$ cat config.mk
export PLATFORM = sky130hd
export DESIGN_NAME = noc_route_decoder
export DESIGN_NICKNAME = d
export VERILOG_FILES = /design/src/rtl/noc_route_pkg.sv /design/src/rtl/noc_route_decoder_slot.sv /design/src/rtl/noc_route_decoder.sv
export SDC_FILE = /design/constraint.sdc
export NUM_CORES = 1
export LEC_CHECK = 0
export BUFFER_PORTS_ARGS = -buffer_cell sky130_fd_sc_hd__buf_2
export CORE_MARGIN = 2
export CORE_UTILIZATION = 45
export DETAILED_ROUTE_END_ITERATION = 8
export PLACE_DENSITY_LB_ADDON = 0.2
export SLEW_MARGIN = 20
export SYNTH_ARGS = -nofsm -noshare
export SYNTH_HDL_FRONTEND = slang
export SYNTH_SLANG_ARGS = --single-unit
$ cat constraint.sdc
create_clock -name CLK -period 2 [get_ports CLK]
set_input_delay 0.4 -clock CLK [delete_from_list [all_inputs] [get_ports CLK]]
set_output_delay 0.4 -clock CLK [all_outputs]
set_load 0.005 [all_outputs]
$ cat src/rtl/noc_route_pkg.sv
// noc_route_pkg: shared types, sizing limits and the route function
// used by the NoC routing decoder node.
package noc_route_pkg;

  localparam int DEF_NOUT = 2;
  localparam int DEF_AW   = 4;
  localparam int MAX_NOUT = 8;
  localparam int MAX_AW   = 16;

  typedef struct packed {
    logic [MAX_AW-1:0] addr;
    logic [MAX_AW-1:0] mask;
  } route_entry_t;

  typedef route_entry_t [MAX_NOUT-1:0] route_tbl_t;

  // Power-on table contents: entry k matches address k exactly.
  // In tree mode entry 0 starts with an empty mask (test the MSB).
  function automatic route_entry_t route_default(
    input int   k,
    input int   aw,
    input logic tree
  );
    route_entry_t      e;
    logic [MAX_AW-1:0] am;
    am     = MAX_AW'((32'd1 << aw) - 32'd1);
    e.addr = MAX_AW'(k) & am;
    e.mask = (tree && k == 0) ? '0 : am;
    return e;
  endfunction

  // Leaf: lowest matching entry, else the last port.
  // Tree: mask[0] popcount selects which field bit steers.
  function automatic logic [2:0] route_pick(
    input logic [MAX_AW-1:0] f,
    input route_tbl_t        tbl,
    input int                nout,
    input int                aw,
    input logic              tree
  );
    logic [2:0] p;
    logic       hit;
    int         n;
    logic [3:0] bi;
    p   = 3'(nout - 1);
    hit = 1'b0;
    n   = 0;
    bi  = '0;
    if (tree) begin
      for (int i = 0; i < MAX_AW; i++) begin
        if (i < aw && tbl[0].mask[i[3:0]]) n++;
      end
      if (n >= aw) begin
        p = 3'd1;
      end else begin
        bi = 4'(aw - 1 - n);
        p  = {2'b00, f[bi]};
      end
    end else begin
      for (int k = 0; k < MAX_NOUT; k++) begin
        if (!hit && k < nout &&
            (f & tbl[k[2:0]].mask) == tbl[k[2:0]].addr) begin
          hit = 1'b1;
          p   = 3'(k);
        end
      end
    end
    return p;
  endfunction

endpackage

$ cat src/rtl/noc_route_decoder_slot.sv
// noc_route_slot: one-entry valid/ready holding register.
// Ports: CLK, RESET (async, active-high), i_load/i_data write side,
//        o_valid/o_data/i_ready read side.
// The owner only loads when the slot is empty or draining this edge.
module noc_route_slot #(
  parameter int W = 16
) (
  input  logic         CLK,
  input  logic         RESET,
  input  logic         i_load,
  input  logic [W-1:0] i_data,
  output logic [W-1:0] o_data,
  output logic         o_valid,
  input  logic         i_ready
);

  logic         r_valid;
  logic [W-1:0] r_data;

  always_ff @(posedge CLK or posedge RESET) begin
    if (RESET) begin
      r_valid <= 1'b0;
      r_data  <= '0;
    end else if (i_load) begin
      r_valid <= 1'b1;
      r_data  <= i_data;
    end else if (i_ready) begin
      r_valid <= 1'b0;
    end
  end

  assign o_valid = r_valid;
  assign o_data  = r_data;

endmodule

$ cat src/rtl/noc_route_decoder.sv
// noc_route_decoder: routing node; S0 input register, route lookup,
// S1 per-port output slots plus a select slot committed together.
// Ports: CLK, RESET (async, active-high); in_* flit input; cfg_* table
//   write; out_* NOUT flit channels; sel_* chosen-port side band.
// Optional ROUTE_STATS_EN adds stat_cnt, 16-bit per-port counters.
module noc_route_decoder
  import noc_route_pkg::*;
#(
  parameter int DW        = 16,
  parameter int AW        = DEF_AW,
  parameter int ADDR_LSB  = 5,
  parameter int NOUT      = DEF_NOUT,
  parameter int TREE_MODE = 0,
  parameter int SW        = $clog2(NOUT)
) (
  input  logic              CLK,
  input  logic              RESET,
  input  logic [DW-1:0]     in_data,
  input  logic              in_valid,
  output logic              in_ready,
  input  logic              cfg_we,
  input  logic [SW-1:0]     cfg_idx,
  input  logic [AW-1:0]     cfg_addr,
  input  logic [AW-1:0]     cfg_mask,
  output logic [NOUT*DW-1:0] out_data,
  output logic [NOUT-1:0]   out_valid,
  input  logic [NOUT-1:0]   out_ready,
  output logic [SW-1:0]     sel_data,
  output logic              sel_valid,
  input  logic              sel_ready
`ifdef ROUTE_STATS_EN
  ,
  output logic [NOUT*16-1:0] stat_cnt
`endif
);

  logic              r_s0_valid;
  logic [DW-1:0]     r_s0_data;
  route_tbl_t        w_tbl;
  logic [MAX_AW-1:0] w_field;
  logic [2:0]        w_pick;
  logic [SW-1:0]     w_port;
  logic              w_port_free;
  logic              w_sel_free;
  logic              w_s0_fire;
  logic              w_in_fire;
  logic [NOUT-1:0]   w_load;

  // Route table; unused upper entries read as zero.
  for (genvar k = 0; k < MAX_NOUT; k++) begin : g_tbl
    if (k < NOUT) begin : g_used
      route_entry_t r_ent;
      always_ff @(posedge CLK or posedge RESET) begin
        if (RESET) begin
          r_ent <= route_default(k, AW, TREE_MODE != 0);
        end else if (cfg_we && cfg_idx == SW'(k)) begin
          r_ent <= '{addr: MAX_AW'(cfg_addr),
                     mask: MAX_AW'(cfg_mask)};
        end
      end
      assign w_tbl[k] = r_ent;
    end else begin : g_unused
      assign w_tbl[k] = '0;
    end
  end

  assign w_field = MAX_AW'(r_s0_data[ADDR_LSB +: AW]);
  assign w_pick  = route_pick(w_field, w_tbl, NOUT, AW,
                              TREE_MODE != 0);
  assign w_port  = w_pick[SW-1:0];

  // Flit and select move as one: both targets must have room.
  assign w_port_free = !out_valid[w_port] || out_ready[w_port];
  assign w_sel_free  = !sel_valid || sel_ready;
  assign w_s0_fire   = r_s0_valid && w_port_free && w_sel_free;

  // Held low for the whole reset window, not just after an edge.
  assign in_ready  = !RESET && (!r_s0_valid || w_s0_fire);
  assign w_in_fire = in_valid && in_ready;

  always_ff @(posedge CLK or posedge RESET) begin
    if (RESET) begin
      r_s0_valid <= 1'b0;
      r_s0_data  <= '0;
    end else if (w_in_fire) begin
      r_s0_valid <= 1'b1;
      r_s0_data  <= in_data;
    end else if (w_s0_fire) begin
      r_s0_valid <= 1'b0;
    end
  end

  for (genvar k = 0; k < NOUT; k++) begin : g_out
    assign w_load[k] = w_s0_fire && (w_port == SW'(k));
    noc_route_slot #(.W(DW)) u_slot (
      .CLK     (CLK),
      .RESET   (RESET),
      .i_load  (w_load[k]),
      .i_data  (r_s0_data),
      .o_data  (out_data[k*DW +: DW]),
      .o_valid (out_valid[k]),
      .i_ready (out_ready[k])
    );
  end

  noc_route_slot #(.W(SW)) u_sel (
    .CLK     (CLK),
    .RESET   (RESET),
    .i_load  (w_s0_fire),
    .i_data  (w_port),
    .o_data  (sel_data),
    .o_valid (sel_valid),
    .i_ready (sel_ready)
  );

`ifdef ROUTE_STATS_EN
  for (genvar k = 0; k < NOUT; k++) begin : g_stat
    logic [15:0] r_cnt;
    always_ff @(posedge CLK or posedge RESET) begin
      if (RESET) begin
        r_cnt <= '0;
      end else if (out_valid[k] && out_ready[k]) begin
        r_cnt <= r_cnt + 16'd1;
      end
    end
    assign stat_cnt[k*16 +: 16] = r_cnt;
  end
`endif

endmodule
==> flow_summary.json, run 1 <==
{
  "status": "finished, violations left",
  "violations": "setup timing",
  "dr.pass1.iters": 4,
  "nNetsFinal": 281,
  "rsz0062_at_grt": "yes",
  "worstSetupEndpointType": "output pin",
  "final_common_cell": "buf_2",
  "cts_tree": "done",
  "clock_sinks": 61,
  "antenna_cells": 0,
  "cts-buffers-inserted": 9,
  "critPathRequiredTime_ns": 1.60,
  "tightest_slew_ns": 0.349,
  "finalHoldViolations": 0,
  "vias": 1595,
  "num_rows": 27,
  "grt_pass1_wl_um": 8010,
  "path_clk_slew_ns": 0.07,
  "setup_viol": 19,
  "powerDensity_nw_per_um2": 1300,
  "numPortBuffers": 68,
  "final.setup.worst_slack_ns": -0.256,
  "syn-mean-instance-area_um2": 16.1,
  "crit_start": "g_tbl[0].g_used.r_ent[2]",
  "fill_cells": 445,
  "final_layout_size_suffix_gt1_share_pct": 67.7,
  "path_class": "flop to output pin",
  "clock_path_buffers": 2,
  "ios": 69,
  "clockRootBuffer": "clkbuf_8",
  "cts_max_level": 3,
  "avgViaCountPerCell": 4.89,
  "fin_crit_ns": 2.26,
  "slew_violations": 0,
  "mostFrequentLayoutCells": "68 x buf_2, 57 x dfrtp_1, 30 x mux2_4",
  "holdBufCountCts": 0,
  "drt_first_iter_violations": 68,
  "core_region_area_um2": 5470,
  "skew_ns": 0.00597,
  "irDropWorstVdd_mv": 0.805,
  "gp_congestion": 0.701,
  "dpl.hpwl_um": 3270,
  "synth_cell_types": 28,
  "insertion_delay_ns": 0.33,
  "grt_usage_pct": 17.4,
  "grt_pass1_vias": 1620,
  "synth_top_family_by_area": "multiplexers",
  "synthAdderAreaFrac_pct": 0,
  "antenna_left": 0,
  "antenna_found_initial": 0,
  "synth_warnings": 0,
  "die_h_um": 78.9,
  "min-delay-path-class": "input pin to async pin",
  "routed_wl_um": 5020,
  "synth_xor_area_share_pct": 0,
  "r2r_start": "g_tbl[0].g_used.r_ent[3]",
  "cp-start-kind": "flop",
  "areaGrowthSynthToFinish_pct": 34.3,
  "post-route-util_pct": 62.0,
  "ys_seq_area_share_pct": 60.7,
  "initial_core_util_pct": 46.1,
  "die_w_um": 78.9,
  "wl_per_cell_um": 15.4,
  "max_slew_margin_pct": 76.7,
  "synth_nets": 189,
  "p_leak_nw": 1.70,
  "synthesis.area_um2": 2520,
  "synthSimpleGateAreaFrac_pct": 5.50,
  "period_share_pct": 113,
  "hold-worst-slack_ns": 0.152,
  "cp_max_fo": 3,
  "synth-compound-area-share_pct": 5.30,
  "max_freq_mhz": 443,
  "grt_remaining_overflow": 0,
  "dieArea_um2": 6230,
  "drc": 0,
  "maxCapViolCount": 0,
  "grt_start_max_net_pins": 62,
  "cp.arrival_ns": 1.86,
  "synthMuxAreaShare_pct": 26.5,
  "synth_cells": 157,
  "ys_ff_latch": 61
}
## final timing paths
check,slack (ns),cells past startpoint,to
max,-0.26,7,in_ready
min,0.15,3,r_s0_data[10]
max reg2reg,-0.12,7,r_s0_data[11]
min reg2reg,0.50,1,g_out[0].u_slot.o_data[14]
max in group asynchronous,1.56,3,g_tbl[0].g_used.r_ent[1]
min in group CLK,0.29,2,g_tbl[0].g_used.r_ent[18]
## critical path, stage by stage (launching register included)
cell,delay [ns]
dfstp_2,0.55
nand3_2,0.09
a211oi_4,0.34
nand3_4,0.11
buf_4,0.16
nand3_2,0.08
a21oi_2,0.06
buf_2,0.13
## cell type report
class,instances,area (um^2),area share [%]
Inverter,1,3.75,0.111
Clock buffer,15,176,5.20
Sequential cell,61,1530,45.2
Timing Repair Buffer,87,553,16.3
Multi-Input combinational cell,89,1030,30.4
Clock inverter,1,5.00,0.148
Tap cell,72,90.1,2.66
## timing repair
| item | CTS | global route |
|---|---|---|
| gates cloned | 1 | 0 |
| endpoints found under the setup margin | 7 | 23 |
| resized for setup | 4 | 25 |
| setup buffers | 3 | 2 |
| hold endpoints to repair | 0 | 0 |
| pin swaps | 7 | 4 |
## layer usage
metal  GRT usage [%]  part of all wire [%]
met5               0                     0
met4            7.24                   1.6
met2            24.4                    42
met3            7.16                   6.0
met1            23.9                    50
## per-stage QoR
stage                     setup TNS (ns)  total power, mW  setup WS [ns]  cell area [um^2]  instances
final                              -1.76             4.39         -0.256              3390        326
after global routing               -3.96             4.67         -0.368              3390        326
after CTS                          -2.51             4.30         -0.335              3300        325
after detailed placement         -0.0492             3.23        -0.0492              3050        305
after global placement           -0.0373             3.20        -0.0373              3050        305
after floorplan                   -0.210             2.66        -0.0210              2530        157
## cells in the mapped netlist
cell	number	area share, %
nand2b_1	1	0.25
and3b_1	1	0.35
or2_2	1	0.25
nand3_4	1	0.69
a21o_1	2	0.59
nand3_2	1	0.40
mux2_2	46	21
buf_4	4	1.2
dfstp_2	4	4.2
a31oi_4	1	0.84
nor2b_1	5	1.2
a41o_1	1	0.40
a21oi_1	3	0.59
a211oi_4	2	1.6
a21boi_0	1	0.30
nand3_1	3	0.59
nand2_1	2	0.30
nor2_1	1	0.15
or2b_1	1	0.30
inv_1	1	0.15
clkbuf_1	1	0.15
o22a_1	1	0.35
and2_1	2	0.50
mux2_4	10	5.9
buf_8	1	0.59
a21bo_4	1	0.64
dfrtp_1	57	56
and3_1	2	0.50
## flip-flops by register name (all words and copies together) (netlist names)
signal / cells
g_out.u_slot.o_data: 32
g_out.u_slot.o_valid: 2
g_tbl.g_used.r_ent: 8
r_s0_data: 16
r_s0_valid: 1
u_sel.o_data: 1
u_sel.o_valid: 1
## power breakdown
group	total (mW)	switching, mW	internal [mW]
Combinational	1.41	0.492	0.922
Clock	1.01	0.456	0.551
Sequential	1.97	0.268	1.70
Total	4.39	1.22	3.18
## cells by family (layout without fill, tap and decap cells)
kind of cell | after synthesis | after routing
DFF | 61 | 61
muxes | 56 | 56
and+or+nand+nor | 21 | 21
AOI/OAI and AO/OA | 12 | 12
buffers and inverters | 7 | 104
No activity file was read; power rests on OpenSTA's default activity.
==> inputs of run 2 (changes only) <==
==> constraint.sdc (replaced) <==
create_clock -name CLK -period 2.6 [get_ports CLK]
set_input_delay 0.52 -clock CLK [delete_from_list [all_inputs] [get_ports CLK]]
set_output_delay 0.52 -clock CLK [all_outputs]
set_load 0.005 [all_outputs]
==> flow_summary.json, run 2 (same netlist as run 1, synthesis figures left out) <==
{
  "status": "completed",
  "gp_congestion": 0.707,
  "drc": 0,
  "largest_register_ff_count": 32,
  "cp_max_fo": 4,
  "maxCapViolCount": 0,
  "vias": 1542,
  "slew_violations": 0,
  "crit_chain": "nand3_1 -> a211oi_4 -> buf_12 -> nand3_4 -> nand3_1 -> a21oi_1 -> buf_2",
  "irDropWorstVdd_mv": 0.568,
  "antenna_cells": 0,
  "max_freq_mhz": 401,
  "worstRegToRegCells": 7,
  "grt_remaining_overflow": 0,
  "cp.arrival_ns": 1.97,
  "drt_first_iter_violations": 33,
  "crit_top_cell": "nand3_1",
  "setup_viol": 0,
  "areaGrowthSynthToFinish_pct": 24.8,
  "post-cts-setup-buffers": 0,
  "dieArea_um2": 6230,
  "numPortBuffers": 68,
  "core_region_area_um2": 5470,
  "multi_input_area_um2": 941,
  "worstSetupEndpointType": "output pin",
  "min-delay-path-class": "input pin to async pin",
  "insertion_delay_ns": 0.33,
  "path_clk_slew_ns": 0.06,
  "num_rows": 27,
  "max_slew_margin_pct": 56.9,
  "critPathRequiredTime_ns": 2.08,
  "skew_ns": 0.00851,
  "dr.pass1.iters": 4,
  "clock_path_buffers": 2,
  "die_h_um": 78.9,
  "cts_max_level": 3,
  "cpPeakStageDelay_ns": 0.54,
  "r2r_start": "g_tbl[0].g_used.r_ent[3]",
  "tightest_slew_ns": 0.646,
  "final_layout_size_suffix_gt1_share_pct": 63.9,
  "final_common_cell": "buf_2",
  "crit_family": "flip-flops",
  "ctsResizeCount": 0,
  "dpl.hpwl_um": 3110,
  "reg2reg_slack_ns": 0.32,
  "cts_tree": "done",
  "cts-buffers-inserted": 9,
  "finalInstanceArea_um2": 3150,
  "r2r-end": "r_s0_data[3]",
  "grt_usage_pct": 16.2,
  "dpl_cell_area_um2": 2940,
  "seqCellArea_um2": 1530,
  "powerDensity_nw_per_um2": 1030,
  "post-route-util_pct": 57.6,
  "cp_num_buf_inv": 2,
  "p_leak_nw": 1.54,
  "holdBufCountCts": 0,
  "antenna_left": 0,
  "routed_wl_um": 4600,
  "avgViaCountPerCell": 4.93,
  "clockRootBuffer": "clkbuf_8",
  "initial_core_util_pct": 46.1,
  "finalHoldViolations": 0,
  "clock_sinks": 61,
  "fill_cells": 472,
  "grt_pass1_vias": 1525,
  "path_class": "flop to output pin",
  "mostFrequentLayoutCells": "68 x buf_2, 57 x dfrtp_1, 46 x mux2_2",
  "nNetsFinal": 268,
  "wl_per_cell_um": 14.7,
  "cp-start-kind": "flop",
  "worst_path_max_delay_cell": "dfstp_2",
  "fin_crit_ns": 2.49,
  "ios": 69,
  "die_w_um": 78.9,
  "antenna_found_initial": 0,
  "period_share_pct": 95.9,
  "grt_start_max_net_pins": 25,
  "grt_pass1_wl_um": 7500
}
-- run 2: cell types whose count changed in the layout (fill, tap and decap cells not counted), moves of 2 or more --
cell / previous run / this run
buf_12: 3 / 1
buf_4: 11 / 5
buf_6: 4 / 0
clkbuf_8: 12 / 10
mux2_2: 26 / 46
mux2_4: 30 / 10
nand3_1: 1 / 3
nand3_2: 3 / 1
-- run 2: where the power goes --
group          switching [mW]  internal [mW]  leakage (nW)
sequential              0.197           1.31         0.726
clock                   0.340          0.469        0.0947
combinational           0.345          0.568         0.714
total                   0.882           2.35          1.54
-- run 2: stage by stage --
step | std cells | hold slack, ns | setup WS [ns] | TNS (ns) | power (mW)
floorplan | 157 | 0.489 | 0.544 | 0 | 2.04
CTS | 311 | 0.218 | 0.0289 | 0 | 3.26
detailed placement | 295 | 0.490 | 0.379 | 0 | 2.43
global placement | 295 | 0.485 | 0.424 | 0 | 2.41
global route | 313 | 0.245 | -0.00182 | -0.00182 | 3.44
finish | 313 | 0.216 | 0.107 | 0 | 3.23
-- run 2: per-layer routing --
layer | wire length, um | share of wire, % | GRT usage [%]
met1 | 1940 | 42 | 20.5
met2 | 2250 | 49 | 24.8
met3 | 358 | 7.8 | 7.84
met4 | 57 | 1.2 | 5.17
met5 | 0 | 0 | 0
-- run 2: worst reg2reg max path: stages (launching register included) --
cell and delay (ns):
dfstp_2 0.54, a21oi_1 0.07, o22a_1 0.34, a21bo_4 0.27, buf_4 0.14, a31oi_4 0.14, buf_4 0.31, mux2_2 0.38
-- run 2: how the worst max path moves through the flow --
| stage | start | to | slack (ns) | cells past startpoint |
|---|---|---|---|---|
| 2_1_floorplan | g_tbl[0].g_used.r_ent[2] | r_s0_data[10] | 0.54 | 6 |
| 3_3_place_gp | g_tbl[0].g_used.r_ent[2] | in_ready | 0.42 | 6 |
| 3_5_place_dp | g_tbl[0].g_used.r_ent[2] | g_out[0].u_slot.o_data[14] | 0.38 | 4 |
| 4_1_cts | g_tbl[0].g_used.r_ent[2] | in_ready | 0.03 | 6 |
| 5_1_grt | g_tbl[0].g_used.r_ent[2] | in_ready | -0.002 | 7 |
| 6_report | g_tbl[0].g_used.r_ent[2] | in_ready | 0.11 | 7 |
-- run 2: area by class of cell --
type | count | area share, %
clock inverter | 2 | 1.11
clock buffer | 14 | 4.84
tap | 72 | 2.86
sequential | 61 | 48.6
multi-input combinational | 89 | 29.9
inverter | 1 | 0.119
timing repair buffer | 74 | 12.6
